`config.mk`:
```
export PLATFORM = sky130hd
export DESIGN_NAME = hazard_stall
export DESIGN_NICKNAME = d
export VERILOG_FILES = /design/src/rtl/hazard_stall_pkg.sv /design/src/rtl/hazard_stall_md_busy_counter.sv /design/src/rtl/hazard_stall.sv
export SDC_FILE = /design/constraint.sdc
export NUM_CORES = 1
export LEC_CHECK = 0
export CORE_MARGIN = 5
export CORE_UTILIZATION = 52
export DETAILED_ROUTE_END_ITERATION = 16
export PLACE_DENSITY = 0.94
export SETUP_SLACK_MARGIN = 0.1
export SYNTH_ARGS = -nofsm -noshare
export SYNTH_HDL_FRONTEND = slang
export SYNTH_SLANG_ARGS = --single-unit
```
`constraint.sdc`:
```
create_clock -name clk -period 13.6 [get_ports clk]
set_clock_uncertainty 0.2 [all_clocks]
set_input_delay 3.4 -clock clk [delete_from_list [all_inputs] [get_ports clk]]
set_output_delay 3.4 -clock clk [all_outputs]
set_load 0.01 [all_outputs]
```
`src/rtl/hazard_stall_pkg.sv`:
```
// Shared pipeline control definitions for the 5-stage MIPS core.
// Holds the instruction classes used by the hazard logic, the Tuse/Tnew
// timing constants, the multiply/divide funct codes, default mult/div
// occupancy and the ctrl decoder that classifies an instruction word.
package hazard_stall_pkg;

  // Operand-use and result-ready timing, in cycles relative to ID / EX entry.
  localparam logic [1:0] TUSE_0 = 2'd0;
  localparam logic [1:0] TUSE_1 = 2'd1;
  localparam logic [1:0] TUSE_2 = 2'd2;
  localparam logic [1:0] TNEW_0 = 2'd0;
  localparam logic [1:0] TNEW_1 = 2'd1;
  localparam logic [1:0] TNEW_2 = 2'd2;

  localparam int MULT_CYCLES_DEF = 5;
  localparam int DIV_CYCLES_DEF  = 10;

  // Primary opcodes.
  localparam logic [5:0] OP_SPECIAL = 6'h00;
  localparam logic [5:0] OP_JAL     = 6'h03;
  localparam logic [5:0] OP_BEQ     = 6'h04;
  localparam logic [5:0] OP_BNE     = 6'h05;
  localparam logic [5:0] OP_BLEZ    = 6'h06;
  localparam logic [5:0] OP_BGTZ    = 6'h07;
  localparam logic [5:0] OP_ADDI    = 6'h08;
  localparam logic [5:0] OP_ADDIU   = 6'h09;
  localparam logic [5:0] OP_SLTI    = 6'h0a;
  localparam logic [5:0] OP_SLTIU   = 6'h0b;
  localparam logic [5:0] OP_ANDI    = 6'h0c;
  localparam logic [5:0] OP_ORI     = 6'h0d;
  localparam logic [5:0] OP_XORI    = 6'h0e;
  localparam logic [5:0] OP_LUI     = 6'h0f;
  localparam logic [5:0] OP_LB      = 6'h20;
  localparam logic [5:0] OP_LH      = 6'h21;
  localparam logic [5:0] OP_LW      = 6'h23;
  localparam logic [5:0] OP_LBU     = 6'h24;
  localparam logic [5:0] OP_LHU     = 6'h25;
  localparam logic [5:0] OP_SB      = 6'h28;
  localparam logic [5:0] OP_SH      = 6'h29;
  localparam logic [5:0] OP_SW      = 6'h2b;

  // SPECIAL funct codes with hazard-relevant behaviour.
  localparam logic [5:0] FN_JR    = 6'h08;
  localparam logic [5:0] FN_MFHI  = 6'h10;
  localparam logic [5:0] FN_MTHI  = 6'h11;
  localparam logic [5:0] FN_MFLO  = 6'h12;
  localparam logic [5:0] FN_MTLO  = 6'h13;
  localparam logic [5:0] FN_MULT  = 6'h18;
  localparam logic [5:0] FN_MULTU = 6'h19;
  localparam logic [5:0] FN_DIV   = 6'h1a;
  localparam logic [5:0] FN_DIVU  = 6'h1b;

  typedef enum logic [3:0] {
    CLS_NONE,
    CLS_CALC_R,
    CLS_CALC_I,
    CLS_LOAD,
    CLS_STORE,
    CLS_BRANCH,
    CLS_JR,
    CLS_JAL,
    CLS_MD,
    CLS_MF,
    CLS_MT
  } instr_class_e;

  typedef struct packed {
    instr_class_e cls;
    logic [4:0]   rs;
    logic [4:0]   rt;
    logic         rs_used;
    logic         rt_used;
    logic [1:0]   tuse_rs;
    logic [1:0]   tuse_rt;
    logic         writes;   // produces a GPR result tracked by the scoreboard
    logic [1:0]   tnew;     // cycles until result is forwardable, on EX entry
    logic         md_op;    // mult/multu/div/divu
    logic         md_div;   // div/divu (longer occupancy)
    logic         hilo_op;  // md, mf or mt: needs the mult/div unit idle
  } decode_t;

  function automatic decode_t decode(input logic [31:0] instr);
    decode_t    d;
    logic [5:0] op;
    logic [5:0] fn;
    op = instr[31:26];
    fn = instr[5:0];

    d         = '0;
    d.cls     = CLS_NONE;
    d.rs      = instr[25:21];
    d.rt      = instr[20:16];

    if (op == OP_SPECIAL) begin
      unique case (fn)
        FN_JR:                         d.cls = CLS_JR;
        FN_MULT, FN_MULTU,
        FN_DIV,  FN_DIVU:              d.cls = CLS_MD;
        FN_MFHI, FN_MFLO:              d.cls = CLS_MF;
        FN_MTHI, FN_MTLO:              d.cls = CLS_MT;
        6'h00, 6'h02, 6'h03, 6'h04, 6'h06, 6'h07,
        6'h20, 6'h21, 6'h22, 6'h23, 6'h24, 6'h25,
        6'h26, 6'h27, 6'h2a, 6'h2b:    d.cls = CLS_CALC_R;
        default:                       d.cls = CLS_NONE;
      endcase
    end else begin
      unique case (op)
        OP_JAL:                                  d.cls = CLS_JAL;
        OP_BEQ, OP_BNE, OP_BLEZ, OP_BGTZ:        d.cls = CLS_BRANCH;
        OP_ADDI, OP_ADDIU, OP_SLTI, OP_SLTIU,
        OP_ANDI, OP_ORI, OP_XORI, OP_LUI:        d.cls = CLS_CALC_I;
        OP_LB, OP_LH, OP_LW, OP_LBU, OP_LHU:     d.cls = CLS_LOAD;
        OP_SB, OP_SH, OP_SW:                     d.cls = CLS_STORE;
        default:                                 d.cls = CLS_NONE;
      endcase
    end

    unique case (d.cls)
      CLS_BRANCH: begin
        d.rs_used = 1'b1; d.tuse_rs = TUSE_0;
        d.rt_used = 1'b1; d.tuse_rt = TUSE_0;
      end
      CLS_JR: begin
        d.rs_used = 1'b1; d.tuse_rs = TUSE_0;
      end
      CLS_CALC_R: begin
        d.rs_used = 1'b1; d.tuse_rs = TUSE_1;
        d.rt_used = 1'b1; d.tuse_rt = TUSE_1;
        d.writes  = 1'b1; d.tnew    = TNEW_1;
      end
      CLS_CALC_I: begin
        d.rs_used = 1'b1; d.tuse_rs = TUSE_1;
        d.writes  = 1'b1; d.tnew    = TNEW_1;
      end
      CLS_LOAD: begin
        d.rs_used = 1'b1; d.tuse_rs = TUSE_1;
        d.writes  = 1'b1; d.tnew    = TNEW_2;
      end
      CLS_STORE: begin
        d.rs_used = 1'b1; d.tuse_rs = TUSE_1;
        d.rt_used = 1'b1; d.tuse_rt = TUSE_2;   // store data is needed only in MEM
      end
      CLS_MD: begin
        d.rs_used = 1'b1; d.tuse_rs = TUSE_1;
        d.rt_used = 1'b1; d.tuse_rt = TUSE_1;
        d.md_op   = 1'b1;
        d.md_div  = (fn == FN_DIV) || (fn == FN_DIVU);
        d.hilo_op = 1'b1;
      end
      CLS_MF: begin
        d.writes  = 1'b1; d.tnew    = TNEW_1;
        d.hilo_op = 1'b1;
      end
      CLS_MT: begin
        d.rs_used = 1'b1; d.tuse_rs = TUSE_1;
        d.hilo_op = 1'b1;
      end
      CLS_JAL: begin
        d.writes  = 1'b1; d.tnew    = TNEW_0;   // link value is forwarded straight from EX
      end
      default: ;
    endcase
    return d;
  endfunction

endpackage

```
`src/rtl/hazard_stall_md_busy_counter.sv`:
```
// Multiply/divide occupancy tracker.
//   clk, rst     : pipeline clock, asynchronous active-high reset
//   md_issue_i   : an md instruction leaves ID this cycle (not stalled)
//   md_is_div_i  : that instruction is div/divu
//   md_busy_o    : unit occupied (down-counter non-zero)
//   md_start_o   : md operation sits in EX this cycle (one-cycle pulse)
module md_busy_counter
  import hazard_stall_pkg::*;
#(
  parameter int MULT_CYCLES = MULT_CYCLES_DEF,
  parameter int DIV_CYCLES  = DIV_CYCLES_DEF
) (
  input  logic clk,
  input  logic rst,
  input  logic md_issue_i,
  input  logic md_is_div_i,
  output logic md_busy_o,
  output logic md_start_o
);

  localparam int MAX_CYCLES = (DIV_CYCLES > MULT_CYCLES) ? DIV_CYCLES : MULT_CYCLES;
  localparam int CNT_W      = ($clog2(MAX_CYCLES + 1) > 4) ? $clog2(MAX_CYCLES + 1) : 4;

  logic             md_ex_q,  md_ex_d;
  logic             op_div_q, op_div_d;
  logic [CNT_W-1:0] count_q,  count_d;

  // NOTE: every always_comb output gets a default first so no path leaves it
  // unassigned; otherwise synthesis infers a latch.
  always_comb begin
    md_ex_d  = md_issue_i;
    op_div_d = md_issue_i ? md_is_div_i : op_div_q;
    count_d  = count_q;
    // A start in EX reloads even if a count is still pending.
    if (md_ex_q) begin
      count_d = op_div_q ? CNT_W'(DIV_CYCLES) : CNT_W'(MULT_CYCLES);
    end else if (count_q != '0) begin
      count_d = count_q - CNT_W'(1);
    end
  end

  // NOTE: state registers use non-blocking assignments so every flop samples
  // the pre-edge values, independent of statement order.
  always_ff @(posedge clk or posedge rst) begin
    if (rst) begin
      md_ex_q  <= 1'b0;
      op_div_q <= 1'b0;
      count_q  <= '0;
    end else begin
      md_ex_q  <= md_ex_d;
      op_div_q <= op_div_d;
      count_q  <= count_d;
    end
  end

  assign md_busy_o  = (count_q != '0);
  assign md_start_o = md_ex_q;

endmodule

```
`src/rtl/hazard_stall.sv`:
```
// Stall unit for the 5-stage MIPS pipeline. Detects consumers in ID whose
// operand cannot yet be forwarded, and HI/LO-class instructions that must
// wait for the mult/div unit, then freezes PC/IF-ID and bubbles ID/EX.
//   clk, rst  : pipeline clock, asynchronous active-high reset
//   Instr_ID  : instruction word in IF/ID
//   RegA3_ID  : destination register resolved in ID (0 = no write)
//   Stall     : freeze PC and IF/ID, clear ID/EX
//   MDBusy    : mult/div unit occupied
//   MDStart   : md operation entered EX this cycle
module hazard_stall
  import hazard_stall_pkg::*;
#(
  parameter int MULT_CYCLES = MULT_CYCLES_DEF,
  parameter int DIV_CYCLES  = DIV_CYCLES_DEF
) (
  input  logic        clk,
  input  logic        rst,
  input  logic [31:0] Instr_ID,
  input  logic [4:0]  RegA3_ID,
  output logic        Stall,
  output logic        MDBusy,
  output logic        MDStart
);

  decode_t    id_dec;
  logic [4:0] ex_a3_q,   ex_a3_d;
  logic [1:0] ex_tnew_q, ex_tnew_d;
  logic [4:0] mem_a3_q,  mem_a3_d;
  logic [1:0] mem_tnew_q, mem_tnew_d;
  logic       data_stall;
  logic       md_stall;
  logic       md_issue;

  always_comb id_dec = decode(Instr_ID);

  // The youngest matching producer decides: if EX writes r, MEM's copy of r
  // is stale and is never the forwarding source.
  function automatic logic operand_stall(input logic [4:0] r,
                                         input logic       used,
                                         input logic [1:0] tuse,
                                         input logic [4:0] ex_a3,
                                         input logic [1:0] ex_tnew,
                                         input logic [4:0] mem_a3,
                                         input logic [1:0] mem_tnew);
    logic s;
    s = 1'b0;
    if (used && r != 5'd0) begin
      if (r == ex_a3)       s = (ex_tnew  > tuse);
      else if (r == mem_a3) s = (mem_tnew > tuse);
    end
    return s;
  endfunction

  always_comb begin
    data_stall = operand_stall(id_dec.rs, id_dec.rs_used, id_dec.tuse_rs,
                               ex_a3_q, ex_tnew_q, mem_a3_q, mem_tnew_q)
               | operand_stall(id_dec.rt, id_dec.rt_used, id_dec.tuse_rt,
                               ex_a3_q, ex_tnew_q, mem_a3_q, mem_tnew_q);
    md_stall   = id_dec.hilo_op && (MDBusy || MDStart);
    Stall      = data_stall || md_stall;
    md_issue   = id_dec.md_op && !Stall;
  end

  // Scoreboard advance: a stalled ID slot becomes a bubble in EX; results
  // age by one cycle moving from EX to MEM.
  always_comb begin
    ex_a3_d    = 5'd0;
    ex_tnew_d  = TNEW_0;
    if (!Stall && id_dec.writes) begin
      ex_a3_d   = RegA3_ID;
      ex_tnew_d = id_dec.tnew;
    end
    mem_a3_d   = ex_a3_q;
    mem_tnew_d = (ex_tnew_q != TNEW_0) ? ex_tnew_q - 2'd1 : TNEW_0;
  end

  always_ff @(posedge clk or posedge rst) begin
    if (rst) begin
      ex_a3_q    <= 5'd0;
      ex_tnew_q  <= TNEW_0;
      mem_a3_q   <= 5'd0;
      mem_tnew_q <= TNEW_0;
    end else begin
      ex_a3_q    <= ex_a3_d;
      ex_tnew_q  <= ex_tnew_d;
      mem_a3_q   <= mem_a3_d;
      mem_tnew_q <= mem_tnew_d;
    end
  end

  md_busy_counter #(
    .MULT_CYCLES (MULT_CYCLES),
    .DIV_CYCLES  (DIV_CYCLES)
  ) u_md_busy_counter (
    .clk         (clk),
    .rst         (rst),
    .md_issue_i  (md_issue),
    .md_is_div_i (id_dec.md_div),
    .md_busy_o   (MDBusy),
    .md_start_o  (MDStart)
  );

endmodule

```
# Word-level counts from Yosys, hierarchy flattened
# Memories as Yosys holds them, arrays and structs flattened.
# Index checks and enable logic that the tools add are counted.
[word_totals]
reg_bits = 20
out_inout_bits = 3
in_bits = 39
romBits = 448
mem_count = 2
word_cells = 73
[mem_list]
columns = ["memory", "depth", "width", "rd", "rd_ports_with_merged_regs", "wr", "line_no", "source"]
rows = [
  ["(no name shown)", 64, 4, 1, 0, 0, "hazard_stall_pkg.sv:95", "unique case (fn)"],
  ["(no name shown)", 64, 3, 1, 0, 0, "hazard_stall_pkg.sv:107", "unique case (op)"],
]
[op_classes]
n_eq_ne = 16
bitwise = 1
mux = 20
n_reduce_logical = 21
order_cmp = 4
add_sub_neg = 2
[op_table]
columns = ["cell", "count"]
rows = [
  ["$eq A5 B5 Y1", 4],
  ["$eq A4 B3 Y1 const B", 4],
  ["$mux W4", 4],
  ["$eq A4 B4 Y1 const B", 3],
  ["$eq A6 B5 Y1 const B", 2],
  ["$mux W1", 10],
  ["$reduce_bool A5 Y1", 2],
  ["$pmux W3 S3", 1],
  ["$eq A4 B2 Y1 const B", 2],
  ["$gt A2 B2 Y1", 4],
  ["$reduce_or A8 Y1", 1],
  ["$logic_not A6 Y1", 1],
  ["$mux W2", 3],
  ["$reduce_or A3 Y1", 2],
  ["$reduce_or A6 Y1", 1],
  ["$logic_and A1 B1 Y1", 5],
  ["$mux W5", 1],
  ["$eq A4 B1 Y1 const B", 1],
  ["$pmux W2 S2", 1],
  ["$reduce_bool A2 Y1", 2],
  ["$reduce_bool A4 Y1", 1],
  ["$reduce_or A4 Y1", 1],
  ["$sub A4 B1 Y4 const B", 1],
  ["$logic_or A1 B1 Y1", 3],
  ["4 further kinds", 4],
]

# Depth between registers and ports, before layout
[depth]
ltp_word = 14
mapped_depth = 14
mapped_depth_nobuf = 14

# Cells and area by module
# A second synthesis with hierarchy kept.
[unflattened]
cells_unflattened = 184
area_unflattened_um2 = 1650.3
[by_module_without_submodules]
columns = ["mod", "seq_area_each_um2", "cells_per_inst", "area_per_inst_um2", "n_inst"]
rows = [
  ["hazard_stall", 350.3, 159, 1348.8, 1],
  ["md_busy_counter", 150.1, 25, 301.5, 1],
]

# Worst setup path before layout
# Ideal clock, no wire load.
[synth_path]
path_kind = "in2out"
from = "input Instr_ID[31]"
to = "output Stall"
n_path_buf = 1
t_arrival_ns = 5.753
path_slack_ns = 4.247
t_required_ns = 10.000
stages = 13
cell_sequence = "buf_6 nor4_2 and3_4 a21oi_1 inv_1 o211ai_1 ha_1 nor2_1 o2111ai_1 or4_1 mux2i_1 o211ai_2 o211ai_4"
[synth_via]
elab_chain_len = 11
word_cells_on_any_way = 37
cone_classes = "order compare (4); eq/ne (9); mux (12); bitwise (1); reduce/logical (10); memory (1)"
[synth_rtl]
columns = ["element", "line_no", "source"]
rows = [
  ["from (decl)", "hazard_stall.sv:18", "input logic [31:0] Instr_ID,"],
  ["$mem_v2 Z64 W3 / $logic_not A6 Y1 (equally long branches)", "--", ""],
  ["$mux W4 *", "hazard_stall_pkg.sv:94", "if (op == OP_SPECIAL) begin"],
  ["$eq A4 B4 Y1 (tied with other cells)", "hazard_stall_pkg.sv:118", "unique case (d.cls)"],
  ["$reduce_or A6 Y1 (no line) / $reduce_or A2 Y1 (equally long branches)", "--", ""],
  ["$mux W1 / $pmux W2 S2 (equally long branches)", "hazard_stall_pkg.sv:118", ""],
  ["$gt A2 B2 Y1", "hazard_stall.sv:49", "else if (r == mem_a3) s = (mem_tnew > tuse);"],
  ["$mux W1", "hazard_stall.sv:49", ""],
  ["$mux W1", "hazard_stall.sv:48", "if (r == ex_a3) s = (ex_tnew > tuse);"],
  ["$mux W1", "hazard_stall.sv:47", "if (used && r != 5'd0) begin"],
  ["$or A1 B1 Y1", "hazard_stall.sv:57", "| operand_stall(id_dec.rt, id_dec.rt_used, id_dec.tuse_rt,"],
  ["$logic_or A1 B1 Y1 *", "hazard_stall.sv:60", "Stall = data_stall || md_stall;"],
  ["to (decl)", "hazard_stall.sv:20", "output logic Stall,"],
]
# Every way passes the cells marked *; elsewhere a longest branch is shown, timed or not.

# Worst setup path after layout
[layout_path]
from = "input Instr_ID[26]"
to = "output Stall"
# The elaborated chain is that of the path after synthesis.

==> results.yml <==
run_status:
  status: "finished, final reports clean"
synth:
  synthArstFlopShare_pct: 100.0
  synth_area_sq_mm: 0.001540
  ys_types: 50
  yosys_warnings: 0
  syn_inst: 168
  syn_avg_cell_area_sq_um: 9.168
  syn_nets: 213
  ys_ff_latch: 20
  synth_ff_type: "dfrtp_1"
  synth-edff-count: 0
  ys_seq_area_share_pct: 32.49
sta:
  final_hold_viol_count: 0
  relSlewSlack_pct: 50.71
  finalCriticalPeriod_ns: 10.92
  whs_ns: 0.2615
  tns_ns: 0
  drv_slew: 0
  finalSetupViolations: 0
  min_period_over_period_pct: 80.28
  timing.fmax_mhz: 91.59
  rsz0062_at_grt: "false"
  tightestPinTransition_ns: 0.7385
worst_setup_path:
  startpoint: "Instr_ID[26]"
  setup.worst_path.class: "input pin to output pin"
  endpoint_kind: "output pin"
  cp_cell_sequence: "clkdlybuf4s50_1 -> nand2_1 -> a211o_1 -> a21oi_1 -> a21oi_1 -> inv_1 -> o211ai_1 -> ha_1 -> nor2_1 -> o2111ai_1 -> or4_1 -> mux2i_1 -> o211ai_2 -> o211ai_4 -> clkdlybuf4s50_1"
  crit_family: "buffers and inverters"
  r2r_start: "mem_tnew_q[0]$_DFF_PP0_"
  cp_max_fo: 8
  critPathRequiredTime_ns: 10.00
  worst_ep_arrival_time_ns: 7.32
  cpMaxStageDelayCell: "clkdlybuf4s50_1"
  slowest_delay_ns: 0.60
  startpoint_type: "input pin"
  worst-path-buf-inv: 3
global_routing:
  grt_max_degree: 21
  grt_pass1_vias: 1319
  grt_pass1_wl_um: 5720
  antenna_found_initial: 0
  track_usage_pct: 17.10
  grt.overflow.total: 0
drt:
  routed.top_layer: "met4"
  met3_length_um: 131
  ant_nets: 0
  viasPerCell: 5.704
  num_vias: 1329
  drtPass1Iterations: 4
  wl_per_cell_um: 14.28
  drt-met1-wl_um: 1433
  drc_errors: 0
  wl_met2_um: 1736
  drt_iter0_drc: 49
  wirelength_um: 3327
floorplanning:
  dieArea_sq_mm: 0.004151
  io_pins: 42
  core_sq_mm: 0.002805
  start_util_pct: 54.91
  num_rows: 19
  die_y_um: 64.43
  dieWidth_um: 64.43
place:
  dp.cells: 229
  portBuffers: 31
  gp_congestion: 0.8614
  detailed_place_hpwl_um: 2800
power:
  p_leak_nw: 0.8213
  power_density_mw_per_mm2: 97.72
  power.total_mw: 0.1887
  ir_drop_mv: 0.04919
final_layout:
  area_growth_pct: 25.35
  antenna_cells: 0
  multiInputGateArea_sq_um: 987.2
  drive_gt1_share_pct: 11.88
  seq_area_sq_um: 500.5
  post-route-util_pct: 68.82
  fin_nets: 248
  stdcell_count: 233
  fillers: 234
clock_tree:
  cts_tree: "done"
  cts_resized: 0
  clock_latency_ns: 0.30
  ctsHoldBuffers: 0
  cts-htree-levels: 1
  cts_setup_buffers: 0
  root_buffer: "clkbuf_4"
  clock_path_buffers: 2
  cts_made_buffers: 3
  clkTransAtPathRegs_ns: 0.11
  clock-sinks: 20
min_path:
  worstHoldStart: "ex_a3_q[1]$_DFF_PP0_"
  hold_path.class: "flop to flop"
flow_run:
  max_cap_viol_count: 0
## synthesized netlist by cell type, types with 3 or more instances
cell / count / area share, %
a21oi_1: 7 / 2.3
dfrtp_1: 20 / 32
ha_1: 6 / 4.9
inv_1: 11 / 2.7
nand2_1: 9 / 2.2
nand3_1: 11 / 3.6
nor2_1: 16 / 3.9
nor2b_1: 4 / 1.6
nor3_1: 10 / 3.2
o211ai_1: 3 / 1.5
o21ai_0: 4 / 1.3
xnor2_1: 14 / 8.0
xor2_1: 8 / 4.5
## sequential cells by signal, indices dropped and copies added (netlist names)
signal                        count
u_md_busy_counter.count_q         4
ex_tnew_q                         2
u_md_busy_counter.md_start_o      1
u_md_busy_counter.op_div_q        1
mem_tnew_q                        2
ex_a3_q                           5
mem_a3_q                          5
## worst register-to-register path: cells and delay by family (launching register included)
kind                       cells  cell delay [ns]
DFF                            1             0.39
and+or+nand+nor                3             0.69
AOI/OAI and AO/OA              3             0.46
buffers and inverters          1             0.05
muxes                          1             0.31
adders and majority gates      1             0.29
## stage by stage
stage / setup slack [ns] / instance area (sq um)
finish: 2.682 / 1931
global placement: 2.798 / 1878
global route: 2.421 / 1931
CTS: 2.714 / 1931
floorplan: 4.247 / 1540
detailed placement: 2.727 / 1878
## cells by family (layout without fill, tap and decap cells)
kind of cell / Yosys count / after routing / synth area share [%]
flip-flops: 20 / 20 / 32.49
AO/OA/AOI/OAI: 38 / 38 / 20.55
buffers and inverters: 12 / 46 / 3.412
AND/OR/NAND/NOR: 68 / 68 / 24.86
multiplexers: 2 / 2 / 1.300
XOR/XNOR: 22 / 22 / 12.51
adder cells (fa/ha/maj): 6 / 6 / 4.874
## worst paths after layout
path / end / slack (ns) / cells after the start
max: Stall / 2.68 / 15
min: mem_a3_q[1]$_DFF_PP0_ / 0.26 / 0
max reg2reg: ex_a3_q[3]$_DFF_PP0_ / 11.11 / 9
min reg2reg: mem_a3_q[1]$_DFF_PP0_ / 0.26 / 0
max in group asynchronous: u_md_busy_counter.count_q[1]$_DFFE_PP0N_ / 9.43 / 2
min in group asynchronous: mem_a3_q[3]$_DFF_PP0_ / 3.31 / 2
## area by class of cell
class | instances | share of cell area (%)
Tap cell | 31 | 2.009
Multi-Input combinational cell | 136 | 51.13
Sequential cell | 20 | 25.92
Clock inverter | 1 | 1.555
Clock buffer | 3 | 1.167
Timing Repair Buffer | 31 | 16.07
Inverter | 11 | 2.139
## report_power, final
| group | internal, mW | switching [mW] | total [mW] |
|---|---|---|---|
| sequential | 0.0687 | 0.00769 | 0.0764 |
| combinational | 0.0332 | 0.0313 | 0.0644 |
| clock | 0.0298 | 0.0180 | 0.0478 |
| total | 0.132 | 0.0570 | 0.189 |
## routing by layer
metal | up-vias | global-route usage [%]
li1 | 676 | -
met1 | 615 | 21.67
met2 | 33 | 30.67
met3 | 5 | 1.554
met4 | 0 | 5.541
met5 | - | 0
## cell usage in the layout (no fill, tap or decap), types with 2 or more instances in the layout
| master | instances |
|---|---|
| a21oi_1 | 7 |
| o211ai_1 | 3 |
| nor2b_1 | 4 |
| o2111ai_1 | 2 |
| nor3_2 | 2 |
| a211oi_1 | 2 |
| nor2_1 | 16 |
| ha_1 | 6 |
| o31ai_2 | 2 |
| nand3_1 | 11 |
| nor3_1 | 10 |
| clkbuf_4 | 3 |
| or4_1 | 2 |
| nand2b_1 | 2 |
| dfrtp_1 | 20 |
| o21ai_0 | 4 |
| xnor2_1 | 14 |
| mux2i_1 | 2 |
| nand2_1 | 9 |
| xor2_1 | 8 |
| o21a_1 | 2 |
| inv_1 | 11 |
| clkdlybuf4s50_1 | 31 |
Power figures use the tool's default switching activity.
==> variant 1, RTL diff (same settings) <==
Reset style: synchronous (`rst`), changed in 2 clocked blocks. Comments in the files are not updated.
--- a/src/rtl/hazard_stall_md_busy_counter.sv
+++ b/src/rtl/hazard_stall_md_busy_counter.sv
@@ -43,3 +43,3 @@
   // the pre-edge values, independent of statement order.
-  always_ff @(posedge clk or posedge rst) begin
+  always_ff @(posedge clk) begin
     if (rst) begin
--- a/src/rtl/hazard_stall.sv
+++ b/src/rtl/hazard_stall.sv
@@ -76,3 +76,3 @@
 
-  always_ff @(posedge clk or posedge rst) begin
+  always_ff @(posedge clk) begin
     if (rst) begin
Check against the original RTL: differs if rst is asserted again (counterexample within 4 cycles, from zero or initial values and one cycle with rst high); with rst held inactive, the same outputs for 10 cycles.
==> variant 1 against the original RTL <==
  * Utilization shrank 3.3 points
  * Critical path depth grew 1
  * Setup slack lost 540 ps
  * Hold slack lost 20 ps
  * Die area grew 2.7%
  * Routed wire length grew 7.9%
  * Final area grew 1.9%
  * Power grew 6.5%
  * Sequential cell count is the same
  * Area after synthesis grew 3.2%
  * Largest cell class unchanged
==> variant 1: results (changes against the original RTL) <==
Cells and area
  • Nets: 274 (+10%)
  • Top Registers: ex_a3_q: 5 flops, mem_a3_q: 5 flops, u_md_busy_counter.count_q: 4 flops
  • Layout fillers: 246 (+5.1%)
  • Share of cells above drive strength 1: 0.0711 (-0.0477)

Power
  • Largest vdd supply drop: 0.000120 V (+140%)
  • Leak: 0.000745 uW (-9.3%)

Status
  • Outcome: complete, no violations

STA
  • Rel. slew slack: 0.527 (+0.0202)

Critical path
  • Crit-path max FO: 7 (-1)
  • Worst Setup SP: Instr_ID[5]
  • RR Startpoint: mem_tnew_q[1]
  • CP delay by family, top: simple AND/OR/NAND/NOR gates
  • Slowest stage delay, CP: 580 ps (-20 ps)

Placement
  • Post-Place Setup Slack: 2210 ps (-513 ps)
  • Number of port buffers: 31 (unchanged)
  • GP Congestion: 0.893 (+3.7%)
  • Post-DP HPWL: 2.88 mm (+2.9%)

Clocking
  • Root buf cell: clkbuf_4
  • Clk_lat worst skew: 310 ps

Synth
  • Post-synth cell types: 46 (-8.0%)
  • Seq/Total Area, Yosys: 0.252 (-0.0730)
  • Syn_nets: 243 (+14%)
  • FFs w/ async S/R, synth: 0 (-1.00)
  • Top cells by area, synth: dfxtp_1 (25%), xnor2_1 (7.2%), ha_1 (7.1%), xor2_1 (5.5%), nor2_1 (5.4%)
  • Synth warn: 0 (unchanged)
  • Main synth FF type: dfxtp_1
  • Most frequent cells after synthesis: nor2_1 (23), dfxtp_1 (20), xnor2_1 (13), inv_1 (11), nand2_1 (11)

Global routing
  • Vias in the first global route: 1409 (+6.8%)
  • Largest net degree at the start of global routing: 22 (+4.8%)
  • Gr usage total: 0.184 (+0.0131)
  • First-pass GRT wire length: 6.30 mm (+10%)

Routing
  • Via count normalized by instance count: 5.80 (+1.7%)
  • Starting DRT DRC Count: 68 (+39%)
  • Drt wl/cell: 13.9 um (-2.5%)

Worst hold path
  • Hold_sp: ex_tnew_q[0]
variant 1: changes by cell type in the layout (fill, tap and decap cells not counted), moves of 5 or more:
cell | unedited run | this run
and4bb_2 | 0 | 5
dfrtp_1 | 20 | 0
dfxtp_1 | 0 | 20
nand2b_1 | 2 | 7
nand3_1 | 11 | 5
nor2_1 | 16 | 23
nor4_1 | 0 | 5
variant 1: area by class of cell:
| type | count | area share |
|---|---|---|
| clock inverters | 1 | 0.0153 |
| multi-input cells | 159 | 0.570 |
| inverters | 11 | 0.0210 |
| flip-flops and latches | 20 | 0.204 |
| repair buffers | 31 | 0.158 |
| well taps | 33 | 0.0210 |
| clock buffers | 3 | 0.0115 |
variant 1: final timing paths:
check | endpoint | slack (ps) | depth (start not counted)
setup / recovery | Stall | 2140 | 16
setup reg to reg | ex_a3_q[0] | 11030 | 8
hold / removal | mem_tnew_q[0] | 240 | 1
hold reg to reg | mem_tnew_q[0] | 240 | 1
variant 1: kinds of logic (layout without fill, tap and decap cells):
| logic type | after synthesis | after routing | share of synthesized area |
|---|---|---|---|
| compound gates | 40 | 40 | 0.178 |
| xor+xnor | 23 | 23 | 0.127 |
| fa+ha+maj | 9 | 9 | 0.0709 |
| buf+inv | 16 | 46 | 0.0425 |
| flops | 20 | 20 | 0.252 |
| mux | 4 | 4 | 0.0260 |
| simple gates | 83 | 83 | 0.304 |
variant 1: per-stage QoR:
step           power (uW)  cells  utilization  area [sq um]
2_1_floorplan         128    195            -          1590
3_3_place_gp          151    254        0.638          1910
3_5_place_dp          153    254        0.638          1910
4_1_cts               204    258        0.655          1970
5_1_grt               220    258        0.655          1970
6_report              201    258        0.655          1970
variant 1: power by group:
group          internal, uW  switching (uW)  total, uW  leakage [uW]
clock network          29.8            18.9       48.7     0.0000279
registers              65.9            5.91       71.8      0.000163
logic                  40.5            39.8       80.3      0.000554
total                   136            64.6        201      0.000745
variant 1: metal layers:
| metal | track usage | vias to the layer above | part of all wire |
|---|---|---|---|
| li1 | - | 762 | - |
| met3 | 0.0427 | 6 | 0.040 |
| met4 | 0.0389 | 0 | 0.011 |
| met2 | 0.330 | 26 | 0.51 |
| met5 | 0 | - | 0 |
| met1 | 0.222 | 703 | 0.44 |
==> variant 2, RTL diff (same flow settings) <==
Without the edit above. Change the package constant `DIV_CYCLES_DEF` from 10 to 20.
--- a/src/rtl/hazard_stall_pkg.sv
+++ b/src/rtl/hazard_stall_pkg.sv
@@ -15,3 +15,3 @@
   localparam int MULT_CYCLES_DEF = 5;
-  localparam int DIV_CYCLES_DEF  = 10;
+  localparam int DIV_CYCLES_DEF  = 20;
 
Check against the original RTL: same outputs for any inputs over 10 cycles, from zero or initial values and one cycle with rst high; that may be too few to reach the edited logic, so the function may still have changed.
==> variant 2 against the original RTL <==
  * Largest cell class unchanged
  * Non-clock buffer count is the same
  * Power shrank 4.5%
  * Combinational power grew 3.3%
  * Routed wire length grew 20%
  * Sequential cell count grew 1
  * Critical path depth shrank 2
  * Setup slack lost 200 ps
  * Final area grew 8.4%
  * Utilization shrank 1.4 points
  * Area after synthesis grew 11%
==> variant 2: results (changes against the original RTL) <==
Status
  • Outcome: complete, no violations

Global routing
  • Vias in the first global route: 1468 (+11%)
  • First-pass GRT wire length: 6.61 mm (+16%)
  • Gr usage total: 0.187 (+0.0162)
  • Largest net degree at the start of global routing: 22 (+4.8%)

Routing
  • Starting DRT DRC Count: 99 (+100%)
  • Drt wl/cell: 15.4 um (+7.9%)
  • Final wirelength: 3.99 mm (+20%)

Placement
  • Post-Place Setup Slack: 2580 ps (-150 ps)
  • GP Congestion: 0.886 (+2.9%)
  • Placed Area: 2070 sq um (+10%)
  • Post-DP HPWL: 3.28 mm (+17%)

STA
  • Hold Slack: 251 ps (-10.2 ps)
  • Minimum clock period after layout: 11120 ps (+197 ps)
  • Rel. slew slack: 0.475 (-0.0322)

Cells and area
  • Clock-cell share of area: 0.0132 (-0.0141)
  • Layout fillers: 268 (+15%)
  • Multi-input gates: 147 (+8.1%)
  • Non-Clock Inverter Count: 12 (+1)
  • Sequential fraction of total cell area: 0.251 (-0.00819)
  • Nets: 261 (+5.2%)
  • Area of the multi-input gates: 1130 sq um (+14%)
  • Share of cells above drive strength 1: 0.102 (-0.0165)

Critical path
  • R2R Setup Slk: 10820 ps (-290 ps)
  • Crit-path max FO: 12 (+4)
  • Reg2reg end: u_md_busy_counter.op_div_q
  • FF-to-FF path depth: 8 (-1)

Synth
  • Post-Synthesis Cells: 183 (+8.9%)
  • Top cells by area, synth: dfrtp_1 (31%), xor2_1 (6.6%), xnor2_1 (5.6%), ha_1 (4.4%), nor2_1 (3.3%)
  • Post-synth cell types: 54 (+8.0%)
  • Syn_nets: 228 (+7.0%)
  • Seq/Total Area, Yosys: 0.306 (-0.0186)
  • Most frequent cells after synthesis: dfrtp_1 (21), nor2_1 (15), xor2_1 (13), inv_1 (12), nand2_1 (12)
  • FF+latch count, synth: 21 (+5.0%)

Power
  • Sw Pwr: 62.7 uW (+10%)
  • Pwr per Cell Area: 86.1 nW/um^2 (-12%)
  • Seq group: 84.1 uW (+10%)
  • Leak: 0.000861 uW (+4.8%)

Worst hold path
  • Worst Hold Endpoint: mem_a3_q[4]
  • Hold_sp: ex_a3_q[4]
[variant 2: critical path: stages]
cell and delay [ps]:
clkdlybuf4s50_1 620, and4b_4 330, o41ai_4 500, o21ai_0 150, o211ai_1 330, ha_1 300, nor2_1 100, o2111ai_1 110
nor3_1 180, mux2i_1 130, o41ai_2 480, a21o_1 290, clkdlybuf4s50_1 590
[variant 2: per-layer routing]
layer | up-vias | track usage | wire [um]
li1 | 741 | - | -
met1 | 708 | 0.231 | 1730
met2 | 45 | 0.351 | 2030
met3 | 8 | 0.00499 | 161
met4 | 0 | 0.0557 | 68
met5 | - | 0 | 0
[variant 2: logic make-up after synthesis]
kind of cell | synth area share
AO/OA/AOI/OAI | 0.218
AND/OR/NAND/NOR | 0.260
XOR/XNOR | 0.123
multiplexers | 0.0146
adder cells (fa/ha/maj) | 0.0438
flip-flops | 0.306
buffers and inverters | 0.0350
